[src/rtl/hb_cascade_sched_if.sv]
// hb_cascade_sched_if: upstream, cascade and gated-output signals of the halfband cascade scheduler
interface hb_cascade_sched_if #(
  parameter int WIDTH = 16,
  parameter int CNT_W = 32
);
  logic             i_start;
  logic             i_stop;
  logic [WIDTH-1:0] i_inph_data;
  logic [WIDTH-1:0] i_quad_data;
  logic             i_valid;
  logic             o_ready;
  logic [WIDTH-1:0] o_cas_inph_data;
  logic [WIDTH-1:0] o_cas_quad_data;
  logic [WIDTH-1:0] o_cas_inph_delay_data;
  logic [WIDTH-1:0] o_cas_quad_delay_data;
  logic             o_cas_valid;
  logic [WIDTH-1:0] i_cas_inph_data;
  logic [WIDTH-1:0] i_cas_quad_data;
  logic             i_cas_valid;
  logic [WIDTH-1:0] o_inph_data;
  logic [WIDTH-1:0] o_quad_data;
  logic             o_valid;
  logic             o_busy;
  logic [CNT_W-1:0] o_out_count;
  modport slave (
    input  i_start, i_stop, i_inph_data, i_quad_data, i_valid,
           i_cas_inph_data, i_cas_quad_data, i_cas_valid,
    output o_ready, o_cas_inph_data, o_cas_quad_data, o_cas_inph_delay_data,
           o_cas_quad_delay_data, o_cas_valid, o_inph_data, o_quad_data,
           o_valid, o_busy, o_out_count
  );
  modport master (
    output i_start, i_stop, i_inph_data, i_quad_data, i_valid,
           i_cas_inph_data, i_cas_quad_data, i_cas_valid,
    input  o_ready, o_cas_inph_data, o_cas_quad_data, o_cas_inph_delay_data,
           o_cas_quad_delay_data, o_cas_valid, o_inph_data, o_quad_data,
           o_valid, o_busy, o_out_count
  );
endinterface

[src/rtl/hb_cascade_sched.sv]
// hb_cascade_sched: pairs IQ samples for the x2 halfband cascade, spaces issues,
// drops the warm-up transient and flushes the cascade with zero pairs on stop
module hb_cascade_sched #(
  parameter int WIDTH       = 16,
  parameter int SETTLE      = 32,
  parameter int FLUSH_PAIRS = 64,
  parameter int MIN_GAP     = 3,
  parameter int CNT_W       = 32
) (
  input logic               i_clock,
  input logic               i_reset_n,
  hb_cascade_sched_if.slave bus
);
  localparam int GW = $clog2(MIN_GAP + 2);
  localparam int SW = $clog2(SETTLE + 2);
  localparam int FW = $clog2(FLUSH_PAIRS + 2);
  localparam logic [GW-1:0] GAP_C    = GW'(MIN_GAP);
  localparam logic [SW-1:0] SETTLE_C = SW'(SETTLE);
  localparam logic [FW-1:0] FLUSH_C  = FW'(FLUSH_PAIRS);
  typedef enum logic [1:0] {IDLE, RUN, FLUSH} state_t;
  state_t           state_q, state_d;
  logic             phase_q, phase_d;
  logic [GW-1:0]    gap_q, gap_d;
  logic [SW-1:0]    settle_q, settle_d;
  logic [FW-1:0]    flush_q, flush_d;
  logic [WIDTH-1:0] hold_i_q, hold_i_d, hold_q_q, hold_q_d;
  logic [WIDTH-1:0] ci_q, ci_d, cq_q, cq_d, cdi_q, cdi_d, cdq_q, cdq_d;
  logic             cv_q, cv_d;
  logic [WIDTH-1:0] oi_q, oi_d, oq_q, oq_d;
  logic             ov_q, ov_d;
  logic [CNT_W-1:0] cnt_q, cnt_d;
  logic             ready, xfer;
  always_comb begin
    state_d  = state_q;
    phase_d  = phase_q;
    gap_d    = (gap_q != '0) ? gap_q - 1'b1 : gap_q;
    settle_d = settle_q;
    flush_d  = flush_q;
    hold_i_d = hold_i_q;
    hold_q_d = hold_q_q;
    ci_d     = ci_q;
    cq_d     = cq_q;
    cdi_d    = cdi_q;
    cdq_d    = cdq_q;
    cv_d     = 1'b0;
    oi_d     = oi_q;
    oq_d     = oq_q;
    ov_d     = 1'b0;
    cnt_d    = cnt_q;
    ready    = (state_q == RUN) && (gap_q == '0);
    xfer     = ready && bus.i_valid;
    if (state_q == IDLE && bus.i_start) begin
      state_d  = RUN;
      phase_d  = 1'b0;
      gap_d    = '0;
      settle_d = '0;
      flush_d  = '0;
      cnt_d    = '0;
    end
    if (xfer && !phase_q) begin
      hold_i_d = bus.i_inph_data;
      hold_q_d = bus.i_quad_data;
      phase_d  = 1'b1;
    end
    if (xfer && phase_q) begin
      ci_d    = bus.i_inph_data;
      cq_d    = bus.i_quad_data;
      cdi_d   = hold_i_q;
      cdq_d   = hold_q_q;
      cv_d    = 1'b1;
      phase_d = 1'b0;
      gap_d   = GAP_C;
    end
    // a half-pair still waiting for its partner is abandoned on stop
    if (state_q == RUN && bus.i_stop) begin
      state_d = FLUSH;
      phase_d = 1'b0;
    end
    if (state_q == FLUSH && flush_q == FLUSH_C) state_d = IDLE;
    if (state_q == FLUSH && flush_q != FLUSH_C && gap_q == '0) begin
      ci_d    = '0;
      cq_d    = '0;
      cdi_d   = '0;
      cdq_d   = '0;
      cv_d    = 1'b1;
      gap_d   = GAP_C;
      flush_d = flush_q + 1'b1;
    end
    if (state_q != IDLE && bus.i_cas_valid && settle_q < SETTLE_C) settle_d = settle_q + 1'b1;
    if (state_q != IDLE && bus.i_cas_valid && settle_q >= SETTLE_C) begin
      oi_d  = bus.i_cas_inph_data;
      oq_d  = bus.i_cas_quad_data;
      ov_d  = 1'b1;
      cnt_d = (&cnt_q) ? cnt_q : cnt_q + 1'b1;
    end
  end
  always_ff @(posedge i_clock or negedge i_reset_n) begin
    if (!i_reset_n) begin
      state_q  <= IDLE;
      phase_q  <= 1'b0;
      gap_q    <= '0;
      settle_q <= '0;
      flush_q  <= '0;
      hold_i_q <= '0;
      hold_q_q <= '0;
      ci_q     <= '0;
      cq_q     <= '0;
      cdi_q    <= '0;
      cdq_q    <= '0;
      cv_q     <= 1'b0;
      oi_q     <= '0;
      oq_q     <= '0;
      ov_q     <= 1'b0;
      cnt_q    <= '0;
    end else begin
      state_q  <= state_d;
      phase_q  <= phase_d;
      gap_q    <= gap_d;
      settle_q <= settle_d;
      flush_q  <= flush_d;
      hold_i_q <= hold_i_d;
      hold_q_q <= hold_q_d;
      ci_q     <= ci_d;
      cq_q     <= cq_d;
      cdi_q    <= cdi_d;
      cdq_q    <= cdq_d;
      cv_q     <= cv_d;
      oi_q     <= oi_d;
      oq_q     <= oq_d;
      ov_q     <= ov_d;
      cnt_q    <= cnt_d;
    end
  end
  assign bus.o_ready               = ready;
  assign bus.o_cas_inph_data       = ci_q;
  assign bus.o_cas_quad_data       = cq_q;
  assign bus.o_cas_inph_delay_data = cdi_q;
  assign bus.o_cas_quad_delay_data = cdq_q;
  assign bus.o_cas_valid           = cv_q;
  assign bus.o_inph_data           = oi_q;
  assign bus.o_quad_data           = oq_q;
  assign bus.o_valid               = ov_q;
  assign bus.o_busy                = (state_q != IDLE);
  assign bus.o_out_count           = cnt_q;
endmodule

[src/flat_wrapper.sv]
// flat-port wrapper written by rule: the top's interface ports become plain ports
module hb_cascade_sched_flat 
#(
  parameter int WIDTH       = 16,
  parameter int SETTLE      = 32,
  parameter int FLUSH_PAIRS = 64,
  parameter int MIN_GAP     = 3,
  parameter int CNT_W       = 32
)
  (i_clock, i_reset_n, bus_i_start, bus_i_stop, bus_i_inph_data, bus_i_quad_data, bus_i_valid, bus_i_cas_inph_data, bus_i_cas_quad_data, bus_i_cas_valid, bus_o_ready, bus_o_cas_inph_data, bus_o_cas_quad_data, bus_o_cas_inph_delay_data, bus_o_cas_quad_delay_data, bus_o_cas_valid, bus_o_inph_data, bus_o_quad_data, bus_o_valid, bus_o_busy, bus_o_out_count);
  hb_cascade_sched_if #(.WIDTH(WIDTH), .CNT_W(CNT_W)) bus_i ();
  input logic i_clock;
  input logic i_reset_n;
  input wire logic [$bits(bus_i.i_start)-1:0] bus_i_start;
  input wire logic [$bits(bus_i.i_stop)-1:0] bus_i_stop;
  input wire logic [$bits(bus_i.i_inph_data)-1:0] bus_i_inph_data;
  input wire logic [$bits(bus_i.i_quad_data)-1:0] bus_i_quad_data;
  input wire logic [$bits(bus_i.i_valid)-1:0] bus_i_valid;
  input wire logic [$bits(bus_i.i_cas_inph_data)-1:0] bus_i_cas_inph_data;
  input wire logic [$bits(bus_i.i_cas_quad_data)-1:0] bus_i_cas_quad_data;
  input wire logic [$bits(bus_i.i_cas_valid)-1:0] bus_i_cas_valid;
  output wire logic [$bits(bus_i.o_ready)-1:0] bus_o_ready;
  output wire logic [$bits(bus_i.o_cas_inph_data)-1:0] bus_o_cas_inph_data;
  output wire logic [$bits(bus_i.o_cas_quad_data)-1:0] bus_o_cas_quad_data;
  output wire logic [$bits(bus_i.o_cas_inph_delay_data)-1:0] bus_o_cas_inph_delay_data;
  output wire logic [$bits(bus_i.o_cas_quad_delay_data)-1:0] bus_o_cas_quad_delay_data;
  output wire logic [$bits(bus_i.o_cas_valid)-1:0] bus_o_cas_valid;
  output wire logic [$bits(bus_i.o_inph_data)-1:0] bus_o_inph_data;
  output wire logic [$bits(bus_i.o_quad_data)-1:0] bus_o_quad_data;
  output wire logic [$bits(bus_i.o_valid)-1:0] bus_o_valid;
  output wire logic [$bits(bus_i.o_busy)-1:0] bus_o_busy;
  output wire logic [$bits(bus_i.o_out_count)-1:0] bus_o_out_count;
  assign bus_i.i_start = bus_i_start;
  assign bus_i.i_stop = bus_i_stop;
  assign bus_i.i_inph_data = bus_i_inph_data;
  assign bus_i.i_quad_data = bus_i_quad_data;
  assign bus_i.i_valid = bus_i_valid;
  assign bus_i.i_cas_inph_data = bus_i_cas_inph_data;
  assign bus_i.i_cas_quad_data = bus_i_cas_quad_data;
  assign bus_i.i_cas_valid = bus_i_cas_valid;
  assign bus_o_ready = bus_i.o_ready;
  assign bus_o_cas_inph_data = bus_i.o_cas_inph_data;
  assign bus_o_cas_quad_data = bus_i.o_cas_quad_data;
  assign bus_o_cas_inph_delay_data = bus_i.o_cas_inph_delay_data;
  assign bus_o_cas_quad_delay_data = bus_i.o_cas_quad_delay_data;
  assign bus_o_cas_valid = bus_i.o_cas_valid;
  assign bus_o_inph_data = bus_i.o_inph_data;
  assign bus_o_quad_data = bus_i.o_quad_data;
  assign bus_o_valid = bus_i.o_valid;
  assign bus_o_busy = bus_i.o_busy;
  assign bus_o_out_count = bus_i.o_out_count;
  hb_cascade_sched #(.WIDTH(WIDTH), .SETTLE(SETTLE), .FLUSH_PAIRS(FLUSH_PAIRS), .MIN_GAP(MIN_GAP), .CNT_W(CNT_W)) u_core (.i_clock(i_clock), .i_reset_n(i_reset_n), .bus(bus_i));
endmodule
[config.mk]
export PLATFORM = sky130hd
export DESIGN_NAME = hb_cascade_sched_flat
export DESIGN_NICKNAME = d
export VERILOG_FILES = /design/src/rtl/hb_cascade_sched_if.sv /design/src/rtl/hb_cascade_sched.sv /design/src/flat_wrapper.sv
export SDC_FILE = /design/constraint.sdc
export NUM_CORES = 1
export LEC_CHECK = 0
export CAP_MARGIN = 20
export CORE_AREA = 5 5 133 135
export DETAILED_ROUTE_END_ITERATION = 16
export DIE_AREA = 0 0 138 140
export PLACE_DENSITY = 0.83
export SLEW_MARGIN = 30
export SYNTH_ARGS = -nofsm -noshare
export SYNTH_HDL_FRONTEND = slang
export SYNTH_SLANG_ARGS = --single-unit
[constraint.sdc]
create_clock -name i_clock -period 3 [get_ports i_clock]
set_input_delay 0.3 -clock i_clock [delete_from_list [all_inputs] [get_ports i_clock]]
set_output_delay 0.3 -clock i_clock [all_outputs]
set_load 0.02 [all_outputs]
# Yosys cells after proc, flatten, opt, wreduce, memory -nomap -nowiden
# Cells that the tools add are included.
[totals] regBits=181 output_inout_bits=132 mem_bits_rw=0 memories=0 latch_bits=0 word_cells=82 romBits=0
[op_classes] eq_ne=5 n_shift=0 bitwise=0 div=0 magnitude_cmp=2 add_sub_neg=4 reduce_logical=26 n_mul=0 mux=29
[op_table] op="$mux 16" count=8
[op_table] op="$mux 32" count=3
[op_table] op="$add 32x1->32 const B" count=1
[op_table] op="$reduce_and 32->1" count=1
[op_table] op="$mux 7" count=2
[op_table] op="$logic_and 1x1->1" count=12
[op_table] op="$mux 3" count=4
[op_table] op="$mux 6" count=2
[op_table] op="$reduce_bool 2->1" count=5
[op_table] op="$reduce_bool 4->1" count=2
[op_table] op="$add 7x1->7 const B" count=1
[op_table] op="$eq 7x7->1 const B" count=1
[op_table] op="$mux 1" count=7
[op_table] op="$ne 7x7->1 const B" count=1
[op_table] op="$add 6x1->6 const B" count=1
[op_table] op="$ge 6x6->1 const B" count=1
[op_table] op="$lt 6x6->1 const B" count=1
[op_table] op="$mux 2" count=3
[op_table] op="$reduce_bool 3->1" count=2
[op_table] op="$logic_not 3->1" count=1
[op_table] op="$sub 3x1->3 const B" count=1
[op_table] op="$eq 2x1->1 const B" count=1
[op_table] op="$eq 2x2->1 const B" count=1
[op_table] op="$logic_not 2->1" count=1
[op_table] op="other kinds (3)" count=3

# Depth between registers and ports, before layout
[logic_depth] word_depth=7 mapped_depth=10

# Worst setup path before layout
# No wires, ideal clock.
[synth_timing] kind="reg-to-reg" start="register u_core.cnt_q[0], in the netlist u_core.bus.o_out_count[0]" end="register u_core.cnt_q[6], in the netlist u_core.bus.o_out_count[6]" setup_time_ns=0.110 stages_incl_launch_ff=9 arrival_time_ns=2.149 required_time_ns=2.890 path_slack_ns=0.741 synth_period_minus_slack_ns=2.259 path_cell_list="dfrtp_1 ha_1 inv_1 or3_1 buf_2 o31ai_4 buf_4 o21ai_1 o41ai_1"
[synth_via] elab_chain_cells=3 word_cells_on_any_way=6 classes_between="1 x add/sub; 1 x eq/ne; 2 x mux; 2 x reduce/logical"
[synth_rtl] element="start, declared" line_no="hb_cascade_sched.sv:31" text="logic [CNT_W-1:0] cnt_q, cnt_d;"
[synth_rtl] element="start signal, assigned" line_no="hb_cascade_sched.sv:131" text="cnt_q <= cnt_d;"
[synth_rtl] element="$add 32x1->32 or $reduce_and 32->1 (tied branches)" line_no="hb_cascade_sched.sv:94" text="cnt_d = (&cnt_q) ? cnt_q : cnt_q + 1'b1;"
[synth_rtl] element="$mux 32 or $ne 2x2->1 (tied branches)"
[synth_rtl] element="$mux 32 or $reduce_and 2->1 (tied branches)"
# Parallel ways exist; a longest one is shown, timed or not. The select of a mux whose other input is x is not followed.
# A chain may end at the register's enable or synchronous reset.

# Final worst setup path
[layout_timing] start="register u_core.gap_q[0]" end="output bus_o_ready"
[layout_via] elab_chain_cells=2
[layout_rtl] element="start, declared" line_no="hb_cascade_sched.sv:23" text="logic [GW-1:0] gap_q, gap_d;"
[layout_rtl] element="start signal, assigned" line_no="hb_cascade_sched.sv:118" text="gap_q <= gap_d;"
[layout_rtl] element="$logic_not 3->1" line_no="hb_cascade_sched.sv:50" text="ready = (state_q == RUN) && (gap_q == '0);"
[layout_rtl] element="$logic_and 1x1->1" line_no="hb_cascade_sched.sv:50"
[layout_rtl] element="end, declared" line_no="flat_wrapper.sv:22" text="output wire logic [$bits(bus_i.o_ready)-1:0] bus_o_ready;"
# No other way between the ends.

==> impl_results.md <==
* Post-synth top flop: dfrtp_1
* Die area at 19320 µm²
* Design Area, Final at 10750 µm²
* Endpoints failing setup at 0
* Row cnt at 47
* Post-Place Cells at 1215
* Max Cap Viol at 0
* Cell variety after synth at 55
* # DRC at 0
* Max VDD drop at between 500 and 600 µV
* Syn-to-layout area delta at 36.51%
* Busiest grt layer: met2
* # clock sinks at 181
* Synth Instances at approximately 830
* GRT met2 Usage at around 36%
* Tmin final at 2.616 ns
* Avg Cell Area, Syn at 9.522 µm²
* I/O pin total at 202
* Antenna violations before repair at 0
* Vias at 6818
* WS Path Type: reg2out
* # resized after CTS at 0
* Post-synth EDFFs at 0
* Total congestion overflow at 0
* Critical Path End Type: output pin
* Final net count at around 1100
* Fin. Hold Viols at 0
* CORE AREA at 16350 µm²
* WP data arrival at 2.32 ns
* Critical path, cell by cell: inv_1, ha_1, ha_1, inv_1, nor3_1, clkdlybuf4s50_1
* Max_slew headroom at 41.50%
* Synthesized flop and latch total at 181
* Multi-input logic area at just over 3000 µm²
* Part of the cycle the worst path needs at 87.22%
* Worst-Margin Slew at between 0.8 and 0.9 ns
* Routed length per instance at between 15 and 20 µm
* GRT met1 Usage at 27.08%
* TritonCTS clock tree: yes
* Global Route met3 Usage at roughly 4.8%
* Skew-Pair Late Insertion Delay at 0.43 ns
* Hold Buf Count CTS at 1
* Hold Crit Class: in2reg
* Sequential-to-total area share from yosys stat at between 50% and 60%
* Vias in the first global route at 6555
* RSZ-0062 raised after global routing: false
* HPWL after detailed placement at 14250 µm
* Setup TNS Final at 0 ns
* Highest net fanout along the worst path at 8
* Cell Count, Final, Fillers Out at 1248
* Syn. warnings at 0
* Startpoint Class: flop
* Largest net degree at the start of global routing at 77
* Starting Density at roughly 48%
* RePlAce Congestion at 0.9565
* P_leak at between 4 and 5 nW
* Root Driver: clkbuf_16
* H-tree level count at 4
* Fmax at 0.3822 GHz
* CP Data Required Time at 2.70 ns
* Vias/cell at 5.463
* Inserted Clock Buffers at 17
* Die Ht at 140 µm
* Pre-Repair DR Iteration Count at 5
* Clock Tree Buf Depth at 2
* Register area at 4529 µm²
* Cell area after synthesis at 7875 µm²
* Fin Hold WS at slightly below 0.4 ns
* Async S/R FF share, synth at 100.0%
* Initial DRC Count at 633
* Fill cell count at 1327
* Placed cell area at 10150 µm²
* Port Buffer Count at approximately 200
* Slowest stage cell, crit path: clkdlybuf4s50_1
* Ant diodes at 0
* Pwr dens at 729.8 nW/µm²
* Total track usage at 21.40%
* Synth Net Count at 904
* Slew Limit Fails at 0
* Clock skew at about 0.015 ns
* Pre-CTS WS at 0.5827 ns
* R2r setup slk at 0.49 ns
* Die X at approximately 140 µm
* Slowest cell delay on critical path at 0.64 ns
* Post-CTS setup buffer count at 0
* Worst setup margin at 0.3835 ns
* First-pass GRT wire length at 34040 µm
* Status: finished clean
* Clk slew on worst S/H paths at ~0.07 ns
* Final wirelength at 20820 µm
* Antenna-violating nets left at 0
* Layout cells sized above 1 at 9.144%
-- flip-flops by register name (all words and copies together) (netlist names), 2 cells and up --
signal                            flops
u_core.bus.o_inph_data               16
u_core.bus.o_cas_quad_delay_data     16
u_core.flush_q                        7
u_core.bus.o_out_count               32
u_core.state_q                        2
u_core.settle_q                       6
u_core.bus.o_cas_inph_data           16
u_core.bus.o_cas_inph_delay_data     16
u_core.hold_q_q                      16
u_core.gap_q                          3
u_core.hold_i_q                      16
u_core.bus.o_cas_quad_data           16
u_core.bus.o_quad_data               16
-- cells in the mapped netlist (2+ instances only) --
cell type / n / area (µm²)
a211o_1: 2 / 17.52
a21oi_1: 80 / 400.4
a22o_1: 3 / 26.28
a31oi_1: 11 / 68.82
and3_1: 8 / 50.05
and4_1: 5 / 43.79
buf_1: 7 / 26.28
buf_2: 3 / 15.01
buf_4: 2 / 15.01
clkbuf_1: 34 / 127.6
dfrtp_1: 181 / 4529
ha_1: 7 / 87.58
inv_1: 18 / 67.56
mux2_2: 33 / 371.6
nand2_1: 256 / 960.9
nand3_1: 16 / 80.08
nand4_1: 20 / 125.1
nor2_1: 25 / 93.84
nor2b_1: 2 / 12.51
nor3_1: 10 / 50.05
nor4_1: 6 / 37.54
o211ai_1: 3 / 22.52
o21ai_0: 49 / 245.2
o221ai_1: 2 / 17.52
o22ai_1: 2 / 12.51
o31ai_1: 7 / 52.55
or2_2: 2 / 12.51
or3_1: 4 / 25.02
or3_4: 2 / 22.52
or4_1: 2 / 15.01
-- layout by cell type (no fill, tap or decap), types with 3 or more instances in the layout --
cell and n:
o31ai_1 7, buf_4 8, inv_8 7, a21oi_1 80, inv_1 18, buf_12 5, nor3_1 10, dfrtp_1 181
nand4_1 20, a31oi_1 11, and4_1 5, clkbuf_16 17, or3_1 4, nand3_1 16, o211ai_1 3, o21ai_0 49
nand2_1 255, and3_1 8, clkinv_8 3, nor4_1 6, nor2_1 24, mux2_2 33, clkdlybuf4s50_1 200, clkinvlp_4 3
a22o_1 3, ha_1 7
-- critical path, delay by kind of cell (launching register included) --
family / cells / cell delay [ns]
buffers and inverters: 3 / 0.84
DFF: 1 / 0.39
and+or+nand+nor: 1 / 0.24
adders and majority gates: 2 / 0.43
-- layout make-up --
type | count | share of cell area [%]
clock buffers | 17 | 3.957
clock inverters | 15 | 1.525
inverters | 19 | 0.6634
multi-input cells | 581 | 28.85
flip-flops and latches | 181 | 42.13
well taps | 220 | 2.561
repair buffers | 215 | 20.31
-- metrics by stage --
stage | utilization, % | power, mW
after floorplan | - | 4.660
final | 65.76 | 7.845
after global routing | 65.76 | 8.284
after CTS | 65.76 | 7.906
after detailed placement | 62.09 | 5.691
after global placement | 62.09 | 5.614
-- routing by layer --
metal / routed length, µm / up-vias / part of all wire [%]
met5: 0 / - / 0
met4: 615 / 0 / 3.0
met3: 1104 / 45 / 5.3
met2: 10530 / 202 / 51
met1: 8568 / 3349 / 41
li1: - / 3222 / -
-- report_power, final --
part | switching, mW | leakage, nW | total [mW] | internal (mW)
clock network | 1.08 | 0.281 | 2.20 | 1.12
logic | 1.28 | 1.98 | 2.30 | 1.02
registers | 0.379 | 2.44 | 3.35 | 2.97
total | 2.74 | 4.71 | 7.85 | 5.10
-- path summary, 6_finish.rpt --
path / startpoint / depth (start not counted) / end
max: u_core.gap_q[0]$_DFFE_PN0P_ / 6 / bus_o_ready
min: bus_i_cas_inph_data[3] / 3 / u_core.bus.o_inph_data[3]$_DFFE_PN0P_
max reg2reg: u_core.bus.o_out_count[0]$_DFFE_PN0P_ / 6 / u_core.bus.o_out_count[23]$_DFFE_PN0P_
min reg2reg: u_core.bus.o_inph_data[2]$_DFFE_PN0P_ / 2 / u_core.bus.o_inph_data[2]$_DFFE_PN0P_
max in group asynchronous: i_reset_n / 3 / u_core.bus.o_out_count[14]$_DFFE_PN0P_
min in group asynchronous: i_reset_n / 2 / u_core.bus.o_cas_inph_data[2]$_DFFE_PN0P_
-- cell families (layout without fill, tap and decap cells) --
| group | Yosys count | in the layout | share of synthesized area [%] |
|---|---|---|---|
| compound gates | 174 | 174 | 12.76 |
| fa+ha+maj | 7 | 7 | 1.112 |
| flops | 181 | 181 | 57.52 |
| xor+xnor | 2 | 2 | 0.2225 |
| simple gates | 364 | 364 | 20.31 |
| mux | 34 | 34 | 4.846 |
| buf+inv | 65 | 266 | 3.241 |
Note: power is estimated with default switching activity, not from simulation.
